<file path="config.mk">
export PLATFORM = sky130hd
export DESIGN_NAME = instr_fetch_unit
export DESIGN_NICKNAME = d
export VERILOG_FILES = /design/src/rtl/riscv_fetch_pkg.sv /design/src/rtl/fetch_fifo.sv /design/src/rtl/instr_fetch_unit.sv
export SDC_FILE = /design/constraint.sdc
export NUM_CORES = 1
export LEC_CHECK = 0
export ABC_AREA = 1
export BUFFER_PORTS_ARGS = -buffer_cell sky130_fd_sc_hd__buf_2
export CELL_PAD_IN_SITES_DETAIL_PLACEMENT = 1
export CELL_PAD_IN_SITES_GLOBAL_PLACEMENT = 2
export CORE_MARGIN = 5
export CORE_UTILIZATION = 25
export DETAILED_ROUTE_END_ITERATION = 6
export GPL_TIMING_DRIVEN = 0
export PLACE_DENSITY_LB_ADDON = 0.1
export REMOVE_ABC_BUFFERS = 1
export SLEW_MARGIN = 10
export SYNTH_ARGS = -nofsm -noshare
export SYNTH_HDL_FRONTEND = slang
export SYNTH_SLANG_ARGS = --single-unit
</file>
<file path="constraint.sdc">
create_clock -name clk_i -period 2.91 [get_ports clk_i]
set_input_delay 0.291 -clock clk_i [delete_from_list [all_inputs] [get_ports clk_i]]
set_output_delay 0.291 -clock clk_i [all_outputs]
set_load 0.05 [all_outputs]
</file>
<file path="src/rtl/riscv_fetch_pkg.sv">
// Shared fetch-stage types and defaults.
// Imported by the fetch FIFO and the fetch unit top.
package riscv_fetch_pkg;

  typedef struct packed {
    logic [31:0] pc;
    logic [31:0] instr;
    logic        fault;
  } fetch_entry_t;

  localparam logic [31:0] NOP_INSTR = 32'h0000_0013;
  localparam logic [31:0] RESET_PC_DEFAULT = 32'h0000_0000;
  localparam int unsigned IMEM_BYTES_DEFAULT = 4096;

endpackage

</file>
<file path="src/rtl/fetch_fifo.sv">
// Prefetch FIFO between fetch and decode.
// Flush wins over push/pop; head reads zero when empty.
module fetch_fifo
  import riscv_fetch_pkg::*;
#(
  parameter int unsigned DEPTH = 2,
  parameter type entry_t = fetch_entry_t
) (
  input  logic                   clk_i,
  input  logic                   rst_i,
  input  logic                   flush_i,
  input  logic                   push_i,
  input  logic                   pop_i,
  input  entry_t                 data_i,
  output entry_t                 head_o,
  output logic                   valid_o,
  output logic [$clog2(DEPTH):0] count_o
);

  localparam int unsigned PW = $clog2(DEPTH);

  entry_t        mem_q [DEPTH];
  entry_t        mem_d [DEPTH];
  logic [PW-1:0] head_q, head_d;
  logic [PW-1:0] tail_q, tail_d;
  logic [PW:0]   count_q, count_d;

  always_comb begin
    mem_d   = mem_q;
    head_d  = head_q;
    tail_d  = tail_q;
    count_d = count_q;
    if (flush_i) begin
      head_d  = '0;
      tail_d  = '0;
      count_d = '0;
    end else begin
      if (push_i) begin
        mem_d[tail_q] = data_i;
        tail_d        = tail_q + 1'b1;
      end
      if (pop_i) begin
        head_d = head_q + 1'b1;
      end
      unique case ({push_i, pop_i})
        2'b10:   count_d = count_q + 1'b1;
        2'b01:   count_d = count_q - 1'b1;
        default: count_d = count_q;
      endcase
    end
  end

  always_ff @(posedge clk_i) begin
    if (rst_i) begin
      mem_q   <= '{default: '0};
      head_q  <= '0;
      tail_q  <= '0;
      count_q <= '0;
    end else begin
      mem_q   <= mem_d;
      head_q  <= head_d;
      tail_q  <= tail_d;
      count_q <= count_d;
    end
  end

  assign valid_o = (count_q != '0);
  assign head_o  = valid_o ? mem_q[head_q] : '0;
  assign count_o = count_q;

endmodule

</file>
<file path="src/rtl/instr_fetch_unit.sv">
// Fetch stage: PC register, fault detection and prefetch control.
// Feeds decode over valid/ready from the prefetch FIFO head.
module instr_fetch_unit
  import riscv_fetch_pkg::*;
#(
  parameter logic [31:0] RESET_PC   = riscv_fetch_pkg::RESET_PC_DEFAULT,
  parameter int unsigned IMEM_BYTES = riscv_fetch_pkg::IMEM_BYTES_DEFAULT,
  parameter int unsigned FIFO_DEPTH = 2,
  parameter logic [31:0] NOP_INSTR  = riscv_fetch_pkg::NOP_INSTR
) (
  input  logic        clk_i,
  input  logic        rst_i,
  output logic [31:0] imem_addr_o,
  input  logic [31:0] imem_rdata_i,
  input  logic        redirect_i,
  input  logic [31:0] redirect_pc_i,
  output logic [31:0] instr_o,
  output logic [31:0] pc_o,
  output logic        fault_o,
  output logic        valid_o,
  input  logic        ready_i
);

  localparam int unsigned CW = $clog2(FIFO_DEPTH) + 1;

  logic [31:0]   pc_q, pc_d;
  logic          fault;
  logic          pop;
  logic          push;
  logic [CW-1:0] count;
  fetch_entry_t  entry;
  fetch_entry_t  head;

  assign fault = (pc_q >= IMEM_BYTES) || (pc_q[1:0] != 2'b00);
  assign pop   = valid_o && ready_i;
  assign push  = ((count < CW'(FIFO_DEPTH)) || pop) && !redirect_i;

  always_comb begin
    entry.pc    = pc_q;
    entry.instr = fault ? NOP_INSTR : imem_rdata_i;
    entry.fault = fault;
  end

  always_comb begin
    pc_d = pc_q;
    unique case (1'b1)
      redirect_i: pc_d = redirect_pc_i;
      push:       pc_d = pc_q + 32'd4;
      default:    pc_d = pc_q;
    endcase
  end

  always_ff @(posedge clk_i) begin
    if (rst_i) begin
      pc_q <= RESET_PC;
    end else begin
      pc_q <= pc_d;
    end
  end

  fetch_fifo #(
    .DEPTH   (FIFO_DEPTH),
    .entry_t (fetch_entry_t)
  ) u_fifo (
    .clk_i   (clk_i),
    .rst_i   (rst_i),
    .flush_i (redirect_i),
    .push_i  (push),
    .pop_i   (pop),
    .data_i  (entry),
    .head_o  (head),
    .valid_o (valid_o),
    .count_o (count)
  );

  assign imem_addr_o = pc_q;
  assign instr_o     = head.instr;
  assign pc_o        = head.pc;
  assign fault_o     = head.fault;

endmodule
</file>
# Word-level counts from Yosys, hierarchy flattened
# Index checks and enable logic that the tools add are counted.
[classes]
n_addsub = 5
magnitude_cmp = 5
n_eq_ne = 2
muxes = 10
bitwise = 3
reduce_logical = 12
[ops]
columns = ["operator", "n"]
rows = [
  ["$mux 65", 5],
  ["$bwmux 130", 1],
  ["$demux 65 s1", 1],
  ["$pmux 32 s2", 1],
  ["$add 32x3->32 const B", 1],
  ["$ge 32x13->1 const B", 1],
  ["$mux 32", 1],
  ["$reduce_bool 2->1", 4],
  ["$ge 2x2->1 const B", 2],
  ["$not 1->2", 2],
  ["$pmux 2 s2", 1],
  ["$logic_and 1x1->1", 3],
  ["$add 1x1->1 const B", 2],
  ["$add 2x1->2 const B", 1],
  ["$eq 2x1->1 const B", 1],
  ["$eq 2x2->1 const B", 1],
  ["$logic_or 1x1->1", 2],
  ["$lt 2x1->1 const B", 1],
  ["$lt 2x2->1 const B", 1],
  ["$reduce_and 2->1", 1],
  ["$reduce_or 2->1", 1],
  ["$sub 2x1->2 const B", 1],
  ["$logic_not 1->1", 1],
  ["$not 1->1", 1],
]
[word_totals]
register_bits = 166
elab_cells = 47

# Longest topological paths before layout
# Gate-level depths: netlist of run 1.
[depth]
ltp_word = 6
depth_mapped = 12

# Cells and area by module
# A second synthesis of run 1 with hierarchy kept.
[unflattened]
cells_unflattened = 1364
area_unflattened_um2 = 8679.6
[modules_own_cells]
columns = ["module", "instances", "cells_per_inst", "area_per_inst_um2"]
rows = [
  ["fetch_fifo", 1, 877, 5863.1],
  ["instr_fetch_unit", 1, 487, 2816.5],
]

# Worst setup path after synthesis of run 1
# OpenSTA, ideal clock, no wires.
[synth_timing]
kind = "register to output"
from = "reg u_fifo.count_q[1], in the netlist u_fifo.count_o[1]"
to = "out pc_o[21]"
arrival_ps = 2108
t_required_ps = 2619
slack_ps = 511
stages_incl_launch_ff = 6
n_path_buf = 1
path_cell_list = "dfxtp_1 inv_2 nand2_4 clkbuf_1 o21ai_0 a21oi_1"
[synth_between]
elab_chain_cells = 2
[synth_lines]
columns = ["item", "line", "source"]
rows = [
  ["from (decl)", "fetch_fifo.sv:26", "logic [PW:0] count_q, count_d;"],
  ["from (signal assigned)", "fetch_fifo.sv:63", "count_q <= count_d;"],
  ["$reduce_bool 2->1", "fetch_fifo.sv:67", "assign valid_o = (count_q != '0);"],
  ["named net valid_o", "instr_fetch_unit.sv:20", "output logic valid_o,"],
  ["$mux 65", "fetch_fifo.sv:68", "assign head_o = valid_o ? mem_q[head_q] : '0;"],
  ["to (decl)", "instr_fetch_unit.sv:18", "output logic [31:0] pc_o,"],
]
# The timed path passes the listed nets, and every way through them passes these cells.

# Final worst setup path of run 1
[layout_timing]
from = "reg u_fifo.count_q[1], in the netlist u_fifo.count_o[1]"
to = "reg pc_q[27], in the netlist imem_addr_o[27]"
[layout_between]
elab_chain_cells = 5
elab_cells_between_ends = 7
classes_between = "1 x order compare; 1 x mux; 5 x reduce/logical"
[layout_lines]
columns = ["item", "line", "source"]
rows = [
  ["branches (longest 2 deep; another with $lt 2x2->1)", "n/a", ""],
  ["$logic_or 1x1->1 *", "instr_fetch_unit.sv:36", "assign push = ((count < CW'(FIFO_DEPTH)) || pop) && !redirect_i;"],
  ["$logic_and 1x1->1 *", "instr_fetch_unit.sv:36", ""],
  ["$pmux 32 s2 / $reduce_bool 2->1 (equally long branches)", "n/a", ""],
  ["to (signal assigned)", "instr_fetch_unit.sv:57", "pc_q <= pc_d;"],
  ["to (decl)", "instr_fetch_unit.sv:26", "logic [31:0] pc_q, pc_d;"],
]
# Every way passes the cells marked *.
# A chain may end at the register's enable or synchronous reset.

==> impl_metrics.tcl, run 1 <==
set metrics [dict create \
    path_cells "inv_2 -> nand2_8 -> nand2_2 -> nand2_4 -> nor2_2 -> inv_2 -> o21ai_0 -> inv_1 -> a21oi_1" \
    cp_max_fo 33 \
    die_w_um 189 \
    fin_crit_ns 2.62 \
    switching_share_pct 29.7 \
    use_met1_pct 24.5 \
    synth.mux.area_fraction_pct 0 \
    path_depth 9 \
    initial_core_util_pct 25.4 \
    drt-pass1-iter-count 4 \
    netlist_area_um2 8010 \
    endpoint_kind "flop" \
    via_per_inst 4.73 \
    io_pins 166 \
    internal_power_w 0.00409 \
    crit_path_start "u_fifo.count_o[1]$_SDFFE_PP0P_" \
    rsz0062_at_grt "no" \
    synthSimpleGateAreaFrac_pct 19.8 \
    antenna_found_initial 0 \
    synth_top_family_by_area "compound AO/OA/AOI/OAI gates" \
    crit_path_end "imem_addr_o[27]$_SDFFE_PP0P_" \
    r2r_slack_ns 0.29 \
    grt_pass1_wl_mm 48.0 \
    grt_overflow 0 \
    synth_area_leaders "dfxtp_1 (41%), a21oi_1 (13%), nand2_1 (11%)" \
    status "completed" \
    drc 0 \
    drt-total-wl_mm 30.7 \
    gr-usage-met3_pct 3.32 \
    rows 65 \
    detail_route.wl_per_cell_um 18.5 \
    grt-busiest-layer "met2" \
    cpPeakStageDelay_ns 0.76 \
    tightestPinTransition_ns 0.945 \
    syn_avg_cell_area_um2 6.87 \
    diodes 0 \
    slew_headroom_pct 37.0 \
    synth_xor_area_share_pct 0.547 \
    synth_edf_count 0 \
    max_clock_freq_mhz 382 \
    p_sw_w 0.00172 \
    yosysUniqueCellTypes 34 \
    drive_above_1_share_pct 18.0 \
    cts_sinks 166 \
    finalSetupViolations 0 \
    yosys_warnings 0 \
    cpMostUsedCell "inv_2" \
    area_delta_synth_final_pct 19.7 \
    track_usage_pct 17.0 \
    critPathLaunchType "flop" \
    hold_depth 3 \
    yosys-top-cells-count "nand2_1 (232), a21oi_1 (213), dfxtp_1 (166)" \
    first_global_vias 8244 \
    drt_iter0_drc 262 \
    dp_hpwl_mm 19.8 \
    clk_latency_ns 0.44 \
    p_per_area_nw_per_um2 606 \
    r2r_cells 9 \
    routabilityCongestion 0.771 \
    grt_start_max_net_pins 111 \
    grt_util_met2_pct 26.3 \
    htree_levels 4 \
    p_total_w 0.00581 \
    vias 7856 \
    finalInstanceArea_um2 9590 \
    power.leakage_nw 3.83 \
    dieArea_um2 35700 \
    crit_required_ns 3.28 \
    die_h_um 189 \
    cp_num_buf_inv 3 \
    synthCells 1166 \
    cts_tree "yes" \
    hold_path_class "input pin to flop" \
    synth_most_common_cell "nand2_1" \
    worstSetupPathType "flop to flop" \
    yosysSeqAreaShare_pct 41.5 \
    synth_compound_area_share_pct 25.6 \
    pwr-share-seq_pct 43.3 \
    yosysTopAreaCell "dfxtp_1" \
    power_frac_clock_pct 43.1 \
    fin_skew_ns 0.0189 \
    cpMaxStageDelayCell "nor2_2" \
    peakVddDrop_uv 389 \
    cts_hold_buf 0 \
    ant_nets 0 \
    synthAdderAreaFrac_pct 0.469 \
    drv_slew 0 \
    arrival_ns 2.99 \
    fin_nets 1317 \
    finalCoreUtilization_pct 30.4 \
    critical_path.top_delay_family "simple AND/OR/NAND/NOR gates" \
    placed_area_um2 8860 \
    period_share_pct 90.0 \
    ys_ff_latch 166 \
    cts.clk_slew.worst_paths_ns 0.07 \
    port_buffers 165 \
    synth-async-reset-ratio_pct 0 \
    final_hold_viol_count 0 \
    reg2reg_from "u_fifo.count_o[1]$_SDFFE_PP0P_" \
    cts_buffer_depth 2 \
    yosys.area.top_type_share_pct 41.5 \
    p_comb_share_pct 13.6 \
    coreArea_um2 31600 \
    clock-root-buffer "clkbuf_16" \
    cts_made_buffers 17 \
    maxCapViolCount 0 \
    reg2reg_to "imem_addr_o[27]$_SDFFE_PP0P_" \
    ys.flop_type "dfxtp_1" \
]
[placed cells by master (no fill, tap or decap), types with 2 or more instances in the layout]
cell type	n
nand4_1	9
a31oi_1	5
xor2_1	2
inv_6	4
o21ai_1	36
nor2_1	93
nand2_4	3
clkbuf_16	18
clkinvlp_4	4
nand2_1	232
clkinv_4	3
nand2_8	2
o21ai_0	143
nor2_2	4
xnor2_1	3
bufinv_16	3
dfxtp_1	165
inv_2	4
nand3_1	39
buf_12	2
a21oi_1	213
buf_2	164
inv_1	77
nor2_4	2
clkbuf_8	2
nor3_1	5
a22oi_1	2
buf_16	4
ha_1	3
[state kept, by name, indices dropped and copies added, names as in the netlist]
signal / count
u_fifo.mem_q: 130
imem_addr_o: 32
u_fifo.count_o: 2
u_fifo.head_q: 1
u_fifo.tail_q: 1
[cell type report]
| cell class | count | area [um2] |
|---|---|---|
| clock buffers | 20 | 478 |
| clock inverters | 12 | 164 |
| fillers | 3942 | 22000 |
| inverters | 86 | 368 |
| multi-input cells | 803 | 3760 |
| flip-flops and latches | 166 | 3330 |
| well taps | 402 | 503 |
| repair buffers | 172 | 986 |
[metal layers]
| layer | up-vias | part of all wire [%] |
|---|---|---|
| met3 | 18 | 3.3 |
| met5 | - | 0 |
| met1 | 3714 | 52 |
| li1 | 3989 | - |
| met4 | 0 | 1.2 |
| met2 | 135 | 44 |
[per-stage QoR]
stage | hold WS, ns | setup TNS, ns | setup slack, ns | std cells
floorplan | 0.360 | -31.77 | -0.831 | 1053
global route | 0.0618 | 0 | 0.0547 | 1661
detailed placement | 0.447 | -43.27 | -0.865 | 1626
CTS | 0.0429 | 0 | 0.110 | 1660
global placement | 0.439 | -420.33 | -4.08 | 1620
finish | 0.0746 | 0 | 0.291 | 1661
[worst reg2reg max path, stage by stage (launching register included)]
cell	delay, ns
dfxtp_1	0.38
inv_2	0.14
nand2_8	0.18
nand2_2	0.17
nand2_4	0.16
nor2_2	0.77
inv_2	0.33
o21ai_0	0.23
inv_1	0.06
a21oi_1	0.14
[logic make-up after synthesis]
family,Yosys count
AO/OA/AOI/OAI,404
AND/OR/NAND/NOR,389
buffers and inverters,199
flip-flops,166
XOR/XNOR,5
adder cells (fa/ha/maj),3
[power groups by stage]
stage          Clock (W)  Combinational, W  Sequential, W
2_1_floorplan          0          0.000401        0.00263
3_3_place_gp           0          0.000755        0.00257
3_5_place_dp           0          0.000787        0.00257
4_1_cts          0.00262          0.000801        0.00251
5_1_grt          0.00270          0.000879        0.00254
6_report         0.00251          0.000789        0.00252
[worst min path at each step]
stage / to / startpoint
after floorplan: imem_addr_o[10]$_SDFFE_PP0P_ / rst_i
after global routing: imem_addr_o[0]$_SDFFE_PP0P_ / redirect_pc_i[0]
after global placement: u_fifo.mem_q[41]$_SDFFE_PP0P_ / u_fifo.mem_q[41]$_SDFFE_PP0P_
after detailed placement: u_fifo.mem_q[62]$_SDFFE_PP0P_ / u_fifo.mem_q[62]$_SDFFE_PP0P_
after CTS: imem_addr_o[0]$_SDFFE_PP0P_ / redirect_pc_i[0]
final: imem_addr_o[0]$_SDFFE_PP0P_ / redirect_pc_i[0]
[what timing repair did]
action,in CTS,in global routing
resized for setup,9,3
cloned,1,1
endpoints found under the setup margin,137,63
setup buffers,1,0
pin swaps,1,1
hold endpoints to repair,0,0
No activity file was read; power rests on OpenSTA's default activity.
==> run 2, diff against run 1 <==
REMOVE_ABC_BUFFERS = not set   (was 1)
==> impl_metrics.tcl, run 2 (synthesis gave the netlist of run 1 again) <==
set metrics [dict create \
    cts_made_buffers 17 \
    peakVddDrop_uv 383 \
    cts_tree "yes" \
    layoutNonFillerInstCount 1763 \
    dieArea_um2 35700 \
    detail_route.wl_per_cell_um 19.1 \
    drive_above_1_share_pct 20.6 \
    worstSetupPathType "flop to output pin" \
    dp_hpwl_mm 25.4 \
    clock-root-buffer "clkbuf_16" \
    coreArea_um2 31600 \
    cp_max_fo 10 \
    synth.net_count 1237 \
    arrival_ns 2.39 \
    io_pins 166 \
    grt_start_max_net_pins 19 \
    cts_buffer_depth 2 \
    path_cells "clkbuf_1 -> clkbuf_2 -> clkbuf_1 -> a21oi_1 -> buf_2" \
    cts_setup_buffers 0 \
    drt-total-wl_mm 33.7 \
    initial_core_util_pct 25.4 \
    slew_headroom_pct 45.2 \
    cts_sinks 166 \
    period_share_pct 92.2 \
    drc 0 \
    cp_num_buf_inv 4 \
    drt-pass1-iter-count 5 \
    drt_iter0_drc 374 \
    area_delta_synth_final_pct 24.0 \
    final_hold_viol_count 0 \
    via_per_inst 4.73 \
    rows 65 \
    hold_ws_ns 0.118 \
    fin_skew_ns 0.0177 \
    cts.clk_slew.worst_paths_ns 0.08 \
    cpPeakStageDelay_ns 0.43 \
    critical_path.top_delay_family "buffers and inverters" \
    endpoint_kind "output pin" \
    tightestPinTransition_ns 0.822 \
    grt_pass1_wl_mm 52.5 \
    hold_path_class "input pin to flop" \
    die_h_um 189 \
    drv_slew 0 \
    fin_nets 1419 \
    layout_common_cells "nand2_1 (232), a21oi_1 (213), buf_2 (186), dfxtp_1 (166), o21ai_0 (143)" \
    track_usage_pct 18.8 \
    maxCapViolCount 0 \
    critPathLaunchType "flop" \
    p_per_area_nw_per_um2 576 \
    finalSetupViolations 0 \
    power.leakage_nw 4.13 \
    port_buffers 163 \
    max_clock_freq_mhz 373 \
    vias 8339 \
    clk_latency_ns 0.44 \
    nFillCells 4040 \
    diodes 0 \
    routabilityCongestion 0.829 \
    dp_cells 1731 \
    final_common_cell "nand2_1" \
    grt_overflow 0 \
    first_global_vias 8836 \
    antenna_found_initial 0 \
    fin_crit_ns 2.68 \
    htree_levels 4 \
    die_w_um 189 \
    status "completed" \
    largest_reg_flops 130 \
    cpMaxStageDelayCell "clkbuf_1" \
    rsz0062_at_grt "yes" \
    cpMostUsedCell "clkbuf_1" \
    top_register "u_fifo.mem_q" \
    crit_required_ns 2.62 \
    ant_nets 0 \
]
[run 2: final timing paths]
kind / from / endpoint / slack, ns / depth (start not counted)
setup / recovery: u_fifo.head_q$_SDFFE_PP0P_ / pc_o[6] / 0.23 / 5
hold / removal: imem_rdata_i[1] / u_fifo.mem_q[2]$_SDFFE_PP0P_ / 0.12 / 3
setup reg to reg: imem_addr_o[16]$_SDFFE_PP0P_ / u_fifo.mem_q[28]$_SDFFE_PP0P_ / 0.56 / 8
hold reg to reg: u_fifo.mem_q[59]$_SDFFE_PP0P_ / u_fifo.mem_q[59]$_SDFFE_PP0P_ / 0.45 / 2
[run 2: metal layers]
metal | wire [um] | share of wire (%) | GRT usage [%]
met5 | 0 | 0 | 0
met4 | 427 | 1.3 | 4.23
met3 | 1250 | 3.7 | 2.62
met2 | 15100 | 45 | 30.4
met1 | 16900 | 50 | 26.7
[run 2: final cells by class]
cell class / instances / area [um2] / share of cell area (%)
multi-input cells: 801 / 3720 / 37.4
flip-flops and latches: 166 / 3320 / 33.5
repair buffers: 163 / 816 / 8.22
plain buffers: 113 / 644 / 6.49
well taps: 402 / 503 / 5.07
clock buffers: 18 / 439 / 4.42
inverters: 86 / 329 / 3.31
clock inverters: 14 / 156 / 1.58
[run 2: worst min-delay path: stages]
cell	delay (ns)
buf_2	0.08
nor2_1	0.05
a21oi_1	0.10
[run 2: stage by stage]
step,total power [W],instance area (um2),utilization (%),setup WS [ns],setup TNS [ns]
floorplan,0.00312,8010,-,0.511,0
global placement,0.00343,9330,29.6,0.307,0
detailed placement,0.00343,9330,29.6,0.315,0
CTS,0.00579,9930,31.5,0.130,0
global route,0.00598,9930,31.5,-0.000254,-0.000254
finish,0.00572,9930,31.5,0.227,0
[run 2: where the power goes]
part / internal [W] / switching (W)
clock network: 0.00118 / 0.00117
registers: 0.00240 / 0.000105
logic: 0.000258 / 0.000607
total: 0.00384 / 0.00189
[run 2: repair_timing]
action | in CTS | in global routing
gates cloned | 0 | 0
resized for setup | 2 | 1
endpoints found under the setup margin | 10 | 2
hold buffers | 0 | 0
==> run 3, diff against run 2 <==
ABC_AREA = not set   (was 1)
==> impl_metrics.tcl, run 3 <==
set metrics [dict create \
    reg2reg_from "imem_addr_o[25]$_SDFFE_PP0P_" \
    max_clock_freq_mhz 393 \
    synth_most_common_cell "nand2_1" \
    netlist_area_um2 7860 \
    cts_tree "yes" \
    crit_required_ns 2.62 \
    via_per_inst 4.74 \
    syn_avg_cell_area_um2 7.95 \
    layout_common_cells "nand2_1 (181), buf_2 (180), dfxtp_1 (166), nor2_1 (91), nand3_1 (75)" \
    rows 65 \
    antenna_found_initial 0 \
    hp-start "redirect_pc_i[5]" \
    synth_area_leaders "dfxtp_1 (42%), nand2_1 (8.6%), mux2i_1 (8.5%)" \
    finalSetupViolations 0 \
    top_register "u_fifo.mem_q" \
    drc 0 \
    status "completed" \
    first_global_vias 8106 \
    yosysSeqAreaShare_pct 42.3 \
    grt_start_max_net_pins 17 \
    endpoint_kind "output pin" \
    io_pins 166 \
    area_delta_synth_final_pct 24.1 \
    yosys.area.top_type_share_pct 42.3 \
    placed_area_um2 9190 \
    p_total_w 0.00534 \
    grt_overflow 0 \
    fin_nets 1244 \
    yosys-top-cells-count "nand2_1 (181), dfxtp_1 (166), nor2_1 (91)" \
    drv_slew 0 \
    peakVddDrop_uv 358 \
    fin_crit_ns 2.54 \
    die_h_um 187 \
    finalCoreUtilization_pct 31.2 \
    clk_latency_ns 0.43 \
    cts_setup_buffers 0 \
    dp_hpwl_mm 22.8 \
    period_share_pct 87.4 \
    drt-pass1-iter-count 4 \
    die_w_um 187 \
    ys.flop_type "dfxtp_1" \
    cts_buffer_depth 2 \
    synthCells 989 \
    power.leakage_nw 3.61 \
    port_buffers 165 \
    yosys_warnings 0 \
    worstSetupPathType "flop to output pin" \
    initial_core_util_pct 25.1 \
    finalInstanceArea_um2 9760 \
    synth-async-reset-ratio_pct 0 \
    cts.clk_slew.worst_paths_ns 0.07 \
    drt_iter0_drc 221 \
    tightestPinTransition_ns 0.843 \
    detail_route.wl_per_cell_um 19.4 \
    synth.net_count 1060 \
    p_per_area_nw_per_um2 548 \
    clock-root-buffer "clkbuf_16" \
    hold_path_class "input pin to flop" \
    routabilityCongestion 0.805 \
    vias 7523 \
    ys_ff_latch 166 \
    grt_pass1_wl_mm 47.7 \
    final_common_cell "nand2_1" \
    drive_above_1_share_pct 22.2 \
    track_usage_pct 17.3 \
    tns_ns 0 \
    yosysTopAreaCell "dfxtp_1" \
    fin_skew_ns 0.0189 \
    cts_made_buffers 17 \
    diodes 0 \
    cts_sinks 166 \
    dieArea_um2 35100 \
    cts_hold_buf 0 \
    synth_edf_count 0 \
    drt-total-wl_mm 30.8 \
    arrival_ns 2.25 \
    critPathLaunchType "flop" \
    maxCapViolCount 0 \
    crit_path_start "u_fifo.head_q$_SDFFE_PP0P_" \
    largest_reg_flops 130 \
    r2r_slack_ns 0.38 \
    htree_levels 4 \
    ant_nets 0 \
    yosysUniqueCellTypes 54 \
    cp_max_fo 10 \
    final_hold_viol_count 0 \
    coreArea_um2 31300 \
    slew_headroom_pct 43.8 \
    rsz0062_at_grt "no" \
]
run 3: cell types whose count changed in the layout (fill, tap and decap cells not counted), moves of 11 or more:
cell      delta
a21oi_1    -146
clkbuf_1    +21
nand2_1     -51
nand3_1     +36
nor4_1      +13
mux2i_1     +67
or4_1       +11
o21ai_0    -106
inv_1       -74
run 3: worst paths after layout:
check        cells after the start                            end
min                              3    imem_addr_o[5]$_SDFFE_PP0P_
min reg2reg                      2  u_fifo.mem_q[47]$_SDFFE_PP0P_
max reg2reg                      7   u_fifo.mem_q[0]$_SDFFE_PP0P_
max                              6                       pc_o[15]
run 3: final cells by class:
| class | instances | area [um2] |
|---|---|---|
| Sequential cell | 166 | 3320 |
| Buffer | 123 | 653 |
| Tap cell | 402 | 503 |
| Timing Repair Buffer | 165 | 826 |
| Multi-Input combinational cell | 694 | 3870 |
| Clock inverter | 13 | 116 |
| Fill cell | 3856 | 21600 |
| Clock buffer | 19 | 443 |
| Inverter | 6 | 22.5 |
run 3: worst max-delay path: stages, from the launching register on:
cell and delay [ns]:
dfxtp_1 0.31, clkbuf_1 0.12, buf_2 0.32, buf_2 0.39, mux2i_1 0.12, nor2_1 0.24, buf_2 0.32
run 3: what timing repair did:
| action | in CTS | in global routing |
|---|---|---|
| resized for setup | 1 | 6 |
| setup endpoints to repair | 2 | 18 |
| hold endpoints to repair | 0 | 0 |
run 3: stage by stage:
stage	cells	worst slack, ns	hold slack [ns]
2_1_floorplan	989	0.725	0.427
3_3_place_gp	1556	0.311	0.442
3_5_place_dp	1556	0.312	0.447
4_1_cts	1588	0.0431	0.0826
5_1_grt	1588	0.153	0.0870
6_report	1588	0.367	0.105
run 3: report_power, final:
part	leakage, nW	internal [W]	switching, W
Combinational	1.99	0.000222	0.000498
Sequential	1.35	0.00234	0.0000834
Clock	0.274	0.00115	0.00105
Total	3.61	0.00371	0.00163
run 3: cells by family (layout without fill, tap and decap cells):
family	Yosys count	after routing	synth area share [%]
multiplexers	67	67	8.53
XOR/XNOR	12	12	1.34
adder cells (fa/ha/maj)	3	3	0.477
AO/OA/AOI/OAI	184	184	14.0
buffers and inverters	129	326	8.53
AND/OR/NAND/NOR	428	428	24.9
flip-flops	166	166	42.3
run 3: metal layers:
metal | part of all wire, % | vias up | routed length (um) | GRT usage (%)
li1 | - | 3761 | - | -
met5 | 0 | - | 0 | 0
met4 | 1.3 | 0 | 393 | 4.07
met1 | 47 | 3577 | 14500 | 22.7
met3 | 3.9 | 26 | 1210 | 3.27
met2 | 48 | 159 | 14700 | 29.6
